==> src/rtl/display_pkg.sv <==
// Shared types and constants for the display scheduler: arbiter states,
// requester count, digit-slot numbering and a lowest-index priority picker.
package display_pkg;

    localparam int         NUM_REQ     = 3;
    localparam logic [1:0] DIGIT_SIGN  = 2'd0;
    localparam logic [1:0] DIGIT_UNITS = 2'd3;

    typedef enum logic [1:0] {
        ST_IDLE = 2'd0,
        ST_HOLD = 2'd1,
        ST_OPEN = 2'd2
    } state_t;

    // One-hot of the lowest set bit; req[0] wins.
    function automatic logic [NUM_REQ-1:0] pick_lowest(input logic [NUM_REQ-1:0] r);
        logic [NUM_REQ-1:0] p;
        p = '0;
        for (int i = NUM_REQ - 1; i >= 0; i--) begin
            if (r[i]) begin
                p    = '0;
                p[i] = 1'b1;
            end
        end
        return p;
    endfunction

endpackage

==> src/rtl/scan_timer.sv <==
// Refresh divider and digit-slot counter; frame_end marks the last clock of
// the units slot, which is where the arbiter is allowed to switch grants.
module scan_timer
    import display_pkg::*;
#(
    parameter int REFRESH_DIV = 100000
) (
    input  logic       clk,
    input  logic       rst_n,
    output logic       scan_tick,
    output logic [1:0] digit_sel,
    output logic       frame_end
);

    localparam int            DW      = $clog2(REFRESH_DIV);
    localparam logic [DW-1:0] DIV_MAX = DW'(REFRESH_DIV - 1);

    logic [DW-1:0] r_div;
    logic [1:0]    r_digit;
    logic          w_tick;

    assign w_tick = (r_div == DIV_MAX);

    always_ff @(posedge clk or negedge rst_n) begin
        if (!rst_n) begin
            r_div   <= '0;
            r_digit <= DIGIT_SIGN;
        end else if (w_tick) begin
            r_div   <= '0;
            r_digit <= r_digit + 2'd1;
        end else begin
            r_div   <= r_div + 1'b1;
        end
    end

    assign scan_tick = w_tick;
    assign digit_sel = r_digit;
    assign frame_end = w_tick && (r_digit == DIGIT_UNITS);

endmodule

==> src/rtl/display_scheduler.sv <==
// Frame-aligned priority arbiter sharing one 4-digit display among three
// requesters. Optional blinking of urgent grants is built with DISPLAY_BLINK_EN.
module display_scheduler
    import display_pkg::*;
#(
    parameter int REFRESH_DIV  = 100000,
    parameter int HOLD_FRAMES  = 64,
    parameter int BLINK_FRAMES = 128
) (
    input  logic                clk,
    input  logic                rst_n,
    input  logic [NUM_REQ-1:0]  req,
    input  logic [7:0]          value0,
    input  logic [7:0]          value1,
    input  logic [7:0]          value2,
    input  logic [NUM_REQ-1:0]  urgent,
    output logic [NUM_REQ-1:0]  grant,
    output logic [7:0]          number_out,
    output logic [1:0]          digit_sel,
    output logic                scan_tick,
    output logic                blank
);

    localparam int            HW        = (HOLD_FRAMES > 1) ? $clog2(HOLD_FRAMES) : 1;
    localparam logic [HW-1:0] HOLD_LOAD = HW'(HOLD_FRAMES - 1);
    localparam int            BW        = (BLINK_FRAMES > 1) ? $clog2(BLINK_FRAMES) : 1;

    state_t             r_state;
    logic [NUM_REQ-1:0] r_grant;
    logic [HW-1:0]      r_hold_cnt;
    logic               w_frame_end;
    logic [NUM_REQ-1:0] w_pick;
    logic               w_rearb;

    scan_timer #(.REFRESH_DIV(REFRESH_DIV)) u_scan (
        .clk       (clk),
        .rst_n     (rst_n),
        .scan_tick (scan_tick),
        .digit_sel (digit_sel),
        .frame_end (w_frame_end)
    );

    assign w_pick  = pick_lowest(req);
    // OPEN always re-arbitrates; HOLD only once its own request has gone away.
    assign w_rearb = (r_state == ST_OPEN) ||
                     ((r_state == ST_HOLD) && !(|(req & r_grant)));

    always_ff @(posedge clk or negedge rst_n) begin
        if (!rst_n) begin
            r_state    <= ST_IDLE;
            r_grant    <= '0;
            r_hold_cnt <= '0;
        end else if (w_frame_end) begin
            case (r_state)
                ST_IDLE: begin
                    if (|req) begin
                        r_grant    <= w_pick;
                        r_hold_cnt <= HOLD_LOAD;
                        r_state    <= ST_HOLD;
                    end
                end
                ST_HOLD, ST_OPEN: begin
                    if (w_rearb) begin
                        if (w_pick == '0) begin
                            r_grant <= '0;
                            r_state <= ST_IDLE;
                        end else if (w_pick != r_grant) begin
                            r_grant    <= w_pick;
                            r_hold_cnt <= HOLD_LOAD;
                            r_state    <= ST_HOLD;
                        end else begin
                            r_state <= ST_OPEN;
                        end
                    end else if (r_hold_cnt == '0) begin
                        r_state <= ST_OPEN;
                    end else begin
                        r_hold_cnt <= r_hold_cnt - 1'b1;
                    end
                end
                default: begin
                    r_grant <= '0;
                    r_state <= ST_IDLE;
                end
            endcase
        end
    end

    assign grant = r_grant;

    always_comb begin
        number_out = 8'h00;
        case (r_grant)
            3'b001:  number_out = value0;
            3'b010:  number_out = value1;
            3'b100:  number_out = value2;
            default: number_out = 8'h00;
        endcase
    end

`ifdef DISPLAY_BLINK_EN
    localparam logic [BW-1:0] BLINK_LOAD = BW'(BLINK_FRAMES - 1);

    logic          r_phase;
    logic [BW-1:0] r_blink_cnt;
    logic          w_urg;
    logic          w_grant_chg;

    assign w_urg       = |(urgent & r_grant);
    assign w_grant_chg = ((r_state == ST_IDLE) && (|req)) ||
                         (w_rearb && (w_pick != r_grant));

    always_ff @(posedge clk or negedge rst_n) begin
        if (!rst_n) begin
            r_phase     <= 1'b0;
            r_blink_cnt <= '0;
        end else if (!w_urg || (w_frame_end && w_grant_chg)) begin
            r_phase     <= 1'b0;
            r_blink_cnt <= '0;
        end else if (w_frame_end) begin
            if (r_blink_cnt == BLINK_LOAD) begin
                r_phase     <= ~r_phase;
                r_blink_cnt <= '0;
            end else begin
                r_blink_cnt <= r_blink_cnt + 1'b1;
            end
        end
    end

    assign blank = (r_state == ST_IDLE) || r_phase;
`else
    logic w_unused_blink;
    assign w_unused_blink = ^{urgent, BW[0]};
    assign blank          = (r_state == ST_IDLE);
`endif

endmodule
==> config.mk <==
export PLATFORM = sky130hd
export DESIGN_NAME = display_scheduler
export DESIGN_NICKNAME = d
export VERILOG_FILES = /design/src/rtl/display_pkg.sv /design/src/rtl/scan_timer.sv /design/src/rtl/display_scheduler.sv
export SDC_FILE = /design/constraint.sdc
export NUM_CORES = 1
export LEC_CHECK = 0
export CORE_MARGIN = 8
export CORE_UTILIZATION = 34
export CTS_BUF_LIST = sky130_fd_sc_hd__clkbuf_16
export DETAILED_ROUTE_END_ITERATION = 7
export SYNTH_ARGS = -nofsm -noshare
export SYNTH_HDL_FRONTEND = slang
export SYNTH_SLANG_ARGS = --single-unit
==> constraint.sdc <==
create_clock -name clk -period 2.35 [get_ports clk]
set_input_delay 0.3525 -clock clk [delete_from_list [all_inputs] [get_ports clk]]
set_output_delay 0.3525 -clock clk [all_outputs]
set_load 0.01 [all_outputs]
# Yosys cells after proc, flatten, opt, wreduce, memory -nomap -nowiden
# Cells that the tools add are included.
# totals
regBits,30
input_bits,32
out_inout_bits,15
# classes
add_sub_neg,3
n_eq_ne,15
n_mux,22
bitwise_logic,1
reduce_logical,14
# op_table
cell,n
$mux 6,5
$pmux 8 s3,1
$mux 3,7
$add 17x1->17 const B,1
$eq 17x17->1 const B,1
$mux 17,1
$ne 3x3->1 const B,5
$pmux 6 s2,1
$mux 2,5
$logic_not 6->1,1
$pmux 3 s2,1
$reduce_and 6->1,1
$reduce_or 3->1,2
$sub 6x1->6 const B,1
$eq 2x2->1 const B,2
$pmux 2 s2,1
$reduce_and 4->1,1
$and 3x3->3,1
$eq 3x1->1 const B,1
$eq 3x2->1 const B,1
$eq 3x3->1 const B,1
$logic_not 3->1,1
$ne 3x3->1,1
$reduce_and 3->1,1
other kinds (10),11

# Longest topological paths before layout
# logic_depth
depth_word,8
mapped_depth,7
mapped_depth_nobuf,7

# By module
# A second synthesis with hierarchy kept.
# unflattened
hier_cells,208
hier_area_um2,1988.2
# by_module_without_submodules
module,n_inst,cells_per_inst,area_per_inst_um2,seq_area_each_um2
display_scheduler,1,125,1072.3,275.3
scan_timer,1,83,915.9,475.5

# Least setup slack after synthesis
# OpenSTA, ideal clock, no wires.
# synth_path
path_kind,register to register
startpoint,register u_scan.r_div[6]
endpoint,register r_grant[0] (netlist: grant[0])
setup_time_ns,0.128
t_arrival_ns,1.942
t_required_ns,2.222
slack_ns,0.280
stages_incl_launch_ff,6
path_buffers,0
period_less_slack_ns,2.070
path_cell_list,dfrtp_1 -> or4b_4 -> nor4_4 -> nand2_1 -> a21oi_2 -> mux2_1
# synth_via
elab_chain_len,3
# synth_lines
item,line,rtl
"start, declared",scan_timer.sv:18,logic [DW-1:0] r_div;
"start signal, assigned",scan_timer.sv:32,r_div <= r_div + 1'b1;
$eq 17x17->1,scan_timer.sv:22,assign w_tick = (r_div == DIV_MAX);
$logic_and 1x1->1,scan_timer.sv:38,assign frame_end = w_tick && (r_digit == DIGIT_UNITS);
$reduce_and 4->1 (no source line),-,
"end signal, assigned",display_scheduler.sv:57,r_grant <= w_pick;
"end signal, assigned",display_scheduler.sv:68,r_grant <= w_pick;
"end, declared",display_scheduler.sv:29,logic [NUM_REQ-1:0] r_grant;
# No other way between the ends.
# A chain may end at the register's enable or synchronous reset.

# Worst setup path after layout
# layout_path
startpoint,register u_scan.r_div[8]
endpoint,register r_state[0]
# layout_via
elab_chain_len,3
# layout_lines
item,line,rtl
$eq 17x17->1,scan_timer.sv:22,
$logic_and 1x1->1,scan_timer.sv:38,
$reduce_and 3->1 (no source line),-,
"end signal, assigned",display_scheduler.sv:50,r_state <= ST_IDLE;
"end signal, assigned",display_scheduler.sv:59,r_state <= ST_HOLD;
"end signal, assigned",display_scheduler.sv:66,r_state <= ST_IDLE;
"end, declared",display_scheduler.sv:28,state_t r_state;
# No other way between the ends.

==> run_results.csv <==
group,metric,value,unit
timing,worstMarginPinSlew,0.548,ns
min_path,hp-class,"in -> async",
power_and_ir_drop,totalPowerFinal,1.19,mW
detailed_routing,drt_drc_violations_left,0,
run_status,run_status,"finished, final reports clean",
detailed_routing,route.antenna.remaining_nets,0,
cts,clkTransAtPathRegs,0.05,ns
timing,report.final.hold_viol_count,0,
global_route,maximum_number_of_pins_on_one_net_before_global_route_repair,31,
detailed_routing,drt_first_pass_iters,4,
finish,flow.area_growth_from_synthesis,44.0,%
timing,slew-limit-headroom,63.1,%
timing,maxClockFrequency,453,MHz
floorplan,floorplan_row_count,27,
yosys,ys_ff_latch,30,
detailed_routing,wire_per_inst,13.5,um
setup_path,critPathCaptureType,"flip-flop",
placed_design,place_inst,337,
cts,htree_num_levels,2,
cts,tritoncts,"done",
timing,fin_tns_setup,0,ns
setup_path,worst-r2r-setup-slack,0.14,ns
timing,skew,0.00320,ns
detailed_routing,drt_wirelength,4.67,mm
placed_design,place_congestion,0.751,
timing,grt_setup_unrepaired,"false",
setup_path,worstSetupPathType,"reg -> reg",
placed_design,io_buffers,43,
setup_path,cp.required,2.56,ns
floorplan,ioPinCount,47,
cts,clock_sinks,30,
detailed_routing,vias_per_cell,4.97,
floorplan,core_footprint,5470,um2
setup_path,peak_per_stage_delay_on_the_critical_path,0.54,ns
cts,clock_insertion_delay_at_the_later_pin_of_the_skew_report,0.27,ns
timing,finalCriticalPeriod,2.21,ns
setup_path,cp-start-kind,"flip-flop",
yosys,netlist_instances,204,
finish,finish.cell_count_without_fillers,345,
global_route,grtUsageTotal,11.7,%
setup_path,cp_num_buf_inv,2,
yosys,ys_dominant_reg_cell,"dfrtp_1",
global_route,grt_pass1_vias,1682,
setup_path,worst_setup_ep,"r_state[0]",
cts,cts_root_buf,"clkbuf_16",
yosys,yosys_warnings,0,
placed_design,dp_hpwl,3.58,mm
floorplan,effective_utilization_at_floorplan,35.0,%
yosys,number_of_synthesized_flops_with_an_enable_pin,0,
cts,post-cts-setup-buffers,0,
yosys,async_reset_ff_share,100,%
global_route,globalRouteOverflowTotal,0,
timing,final.hold.worst_slack,0.465,ns
power_and_ir_drop,power.static_leakage,1.37,nW
yosys,post_synthesis_mean_instance_area,9.38,um2
setup_path,worstPathArrival,2.42,ns
yosys,synth_largest_type_area_fraction,39.2,%
finish,summed_area_of_non_filler_cells_in_the_final_layout,2760,um2
setup_path,rr_endpoint,"r_state[0]",
finish,design.final.nets,313,
cts,numCtsBuffers,5,
floorplan,die_width,91.0,um
yosys,yosys_top_cell_by_area,"dfrtp_1",
yosys,synth_sequential_area_ratio,39.2,%
yosys,synthDistinctLibCells,49,
setup_path,crit_cells,7,
detailed_routing,via_count,1715,
setup_path,regToRegStartpoint,"u_scan.r_div[8]",
timing,setup-violations-final,0,
setup_path,worst-path-max-fanout,13,
yosys,nets_in_the_synthesized_netlist,245,
cts,clock_tree.buffer_depth,2,
setup_path,critical_path.top_delay_family,"simple AND/OR/NAND/NOR gates",
yosys,synth.cell_area,1910,um2
global_route,antenna_found_initial,0,
timing,timing.final.max_slew_violations,0,
setup_path,worst_path_most_repeated_cell,"buf_4",
timing,final.period_utilization,93.9,%
finish,insertedDiodeCount,0,
setup_path,worst-r2r-cell-count,7,
placed_design,placed_area,2590,um2
job,drv.max_cap_violation_count,0,
setup_path,cp_cell_sequence,"or4b_4 -> buf_4 -> nor4_4 -> buf_4 -> o211ai_2 -> a211oi_1 -> a21o_1",
global_route,grt_pass1_wl,8.05,mm
setup_path,crit_slowest_cell,"or4b_4",
floorplan,fp.dieH,91.0,um
yosys,synth_top_cells_by_area,"dfrtp_1, ha_1, xnor2_1",
setup_path,critical_path.startpoint,"u_scan.r_div[8]",
power_and_ir_drop,max-vdd-ir-drop,0.483,mV
finish,drive_above_1_share,15.8,%
power_and_ir_drop,power_density,433,nW/um2
detailed_routing,detailedRoute.firstIterationViolations,34,
floorplan,dieArea,8290,um2
## cells in the final DEF (no fill, tap or decap), types with 3 or more instances in the layout
cell type | Yosys | routed
nand3_1 | 13 | 13
xnor2_1 | 8 | 8
nor3_1 | 4 | 4
buf_4 | 0 | 24
nor2b_1 | 5 | 4
a22oi_1 | 8 | 8
inv_1 | 10 | 10
a31oi_1 | 3 | 3
ha_1 | 9 | 9
dlymetal6s2s_1 | 0 | 8
nand2_1 | 18 | 18
and3_1 | 5 | 5
nand4_1 | 4 | 4
nor3b_1 | 4 | 4
mux2_1 | 3 | 3
clkbuf_16 | 0 | 5
nor2_1 | 18 | 18
dfrtp_1 | 30 | 28
o21ai_0 | 11 | 11
a41o_1 | 4 | 4
clkdlybuf4s50_1 | 0 | 34
xor2_1 | 8 | 8
## metrics by stage
step           worst slack (ns)  utilization, %
2_1_floorplan             0.280               -
3_3_place_gp            -0.0122            47.3
3_5_place_dp            -0.0369            47.3
4_1_cts                  0.0133            50.0
5_1_grt                  0.0204            50.4
6_report                  0.142            50.4
## routing by layer
metal / up-vias / share of wire, % / global-route usage [%]
met2: 41 / 43 / 17.8
met1: 782 / 49 / 14.7
met3: 10 / 5.3 / 3.70
li1: 882 / - / -
met5: - / 0 / 0
met4: 0 / 2.3 / 5.59
## cells in the mapped netlist (all sizes together), types with 5 or more instances
master   n
ha       9
clkbuf   5
and3     5
nor2    18
dfrtp   30
nand2   18
a22oi    8
nand3   13
nor2b    5
xnor2    8
inv     10
o21ai   11
xor2     8
## flip-flops by register name, summed over array words and instances, names as in the netlist
| signal | flops |
|---|---|
| u_scan.r_div | 17 |
| r_hold_cnt | 6 |
| grant | 3 |
| r_state | 2 |
| u_scan.digit_sel | 2 |
## cell type report
cell class,instances,area [um2]
multi-input cells,158,1100
fillers,540,2720
inverters,10,37.5
well taps,72,90.1
repair buffers,67,629
clock inverters,3,16.3
clock buffers,5,125
flip-flops and latches,30,753
## what timing repair did
action / CTS / global route
endpoints found under the setup margin: 9 / 8
pin swaps: 0 / 0
gates resized for setup: 2 / 10
hold buffers: 0 / 0
## worst reg2reg max path, stage by stage, from the launching register on
cell,delay (ns)
dfrtp_1,0.40
or4b_4,0.54
buf_4,0.16
nor4_4,0.28
buf_4,0.25
o211ai_2,0.14
a211oi_1,0.26
a21o_1,0.11
## worst min path at each step
stage | start | to | slack [ns]
floorplan | rst_n | grant[0] | 0.06
global placement | u_scan.r_div[0] | u_scan.r_div[0] | 0.49
detailed placement | u_scan.r_div[0] | u_scan.r_div[0] | 0.48
CTS | rst_n | u_scan.digit_sel[0] | 0.48
global route | rst_n | r_hold_cnt[4] | 0.51
finish | rst_n | r_hold_cnt[4] | 0.46
## where the power goes
part	total, mW	leakage [nW]	internal, mW	switching (mW)
Combinational	0.0782	0.919	0.0531	0.0252
Sequential	0.518	0.386	0.518	0
Clock	0.596	0.0672	0.385	0.212
Total	1.19	1.37	0.955	0.237
## logic make-up (layout without fill, tap and decap cells)
logic type | after synthesis | after routing | share of synthesized area, %
muxes | 4 | 4 | 2.35
and+or+nand+nor | 85 | 85 | 25.0
xor gates and xnor gates | 16 | 16 | 7.32
adders and majority gates | 9 | 9 | 5.88
AOI/OAI and AO/OA | 44 | 44 | 17.0
buffers and inverters | 16 | 85 | 3.20
DFF | 30 | 30 | 39.2
Power figures use the tool's default switching activity.
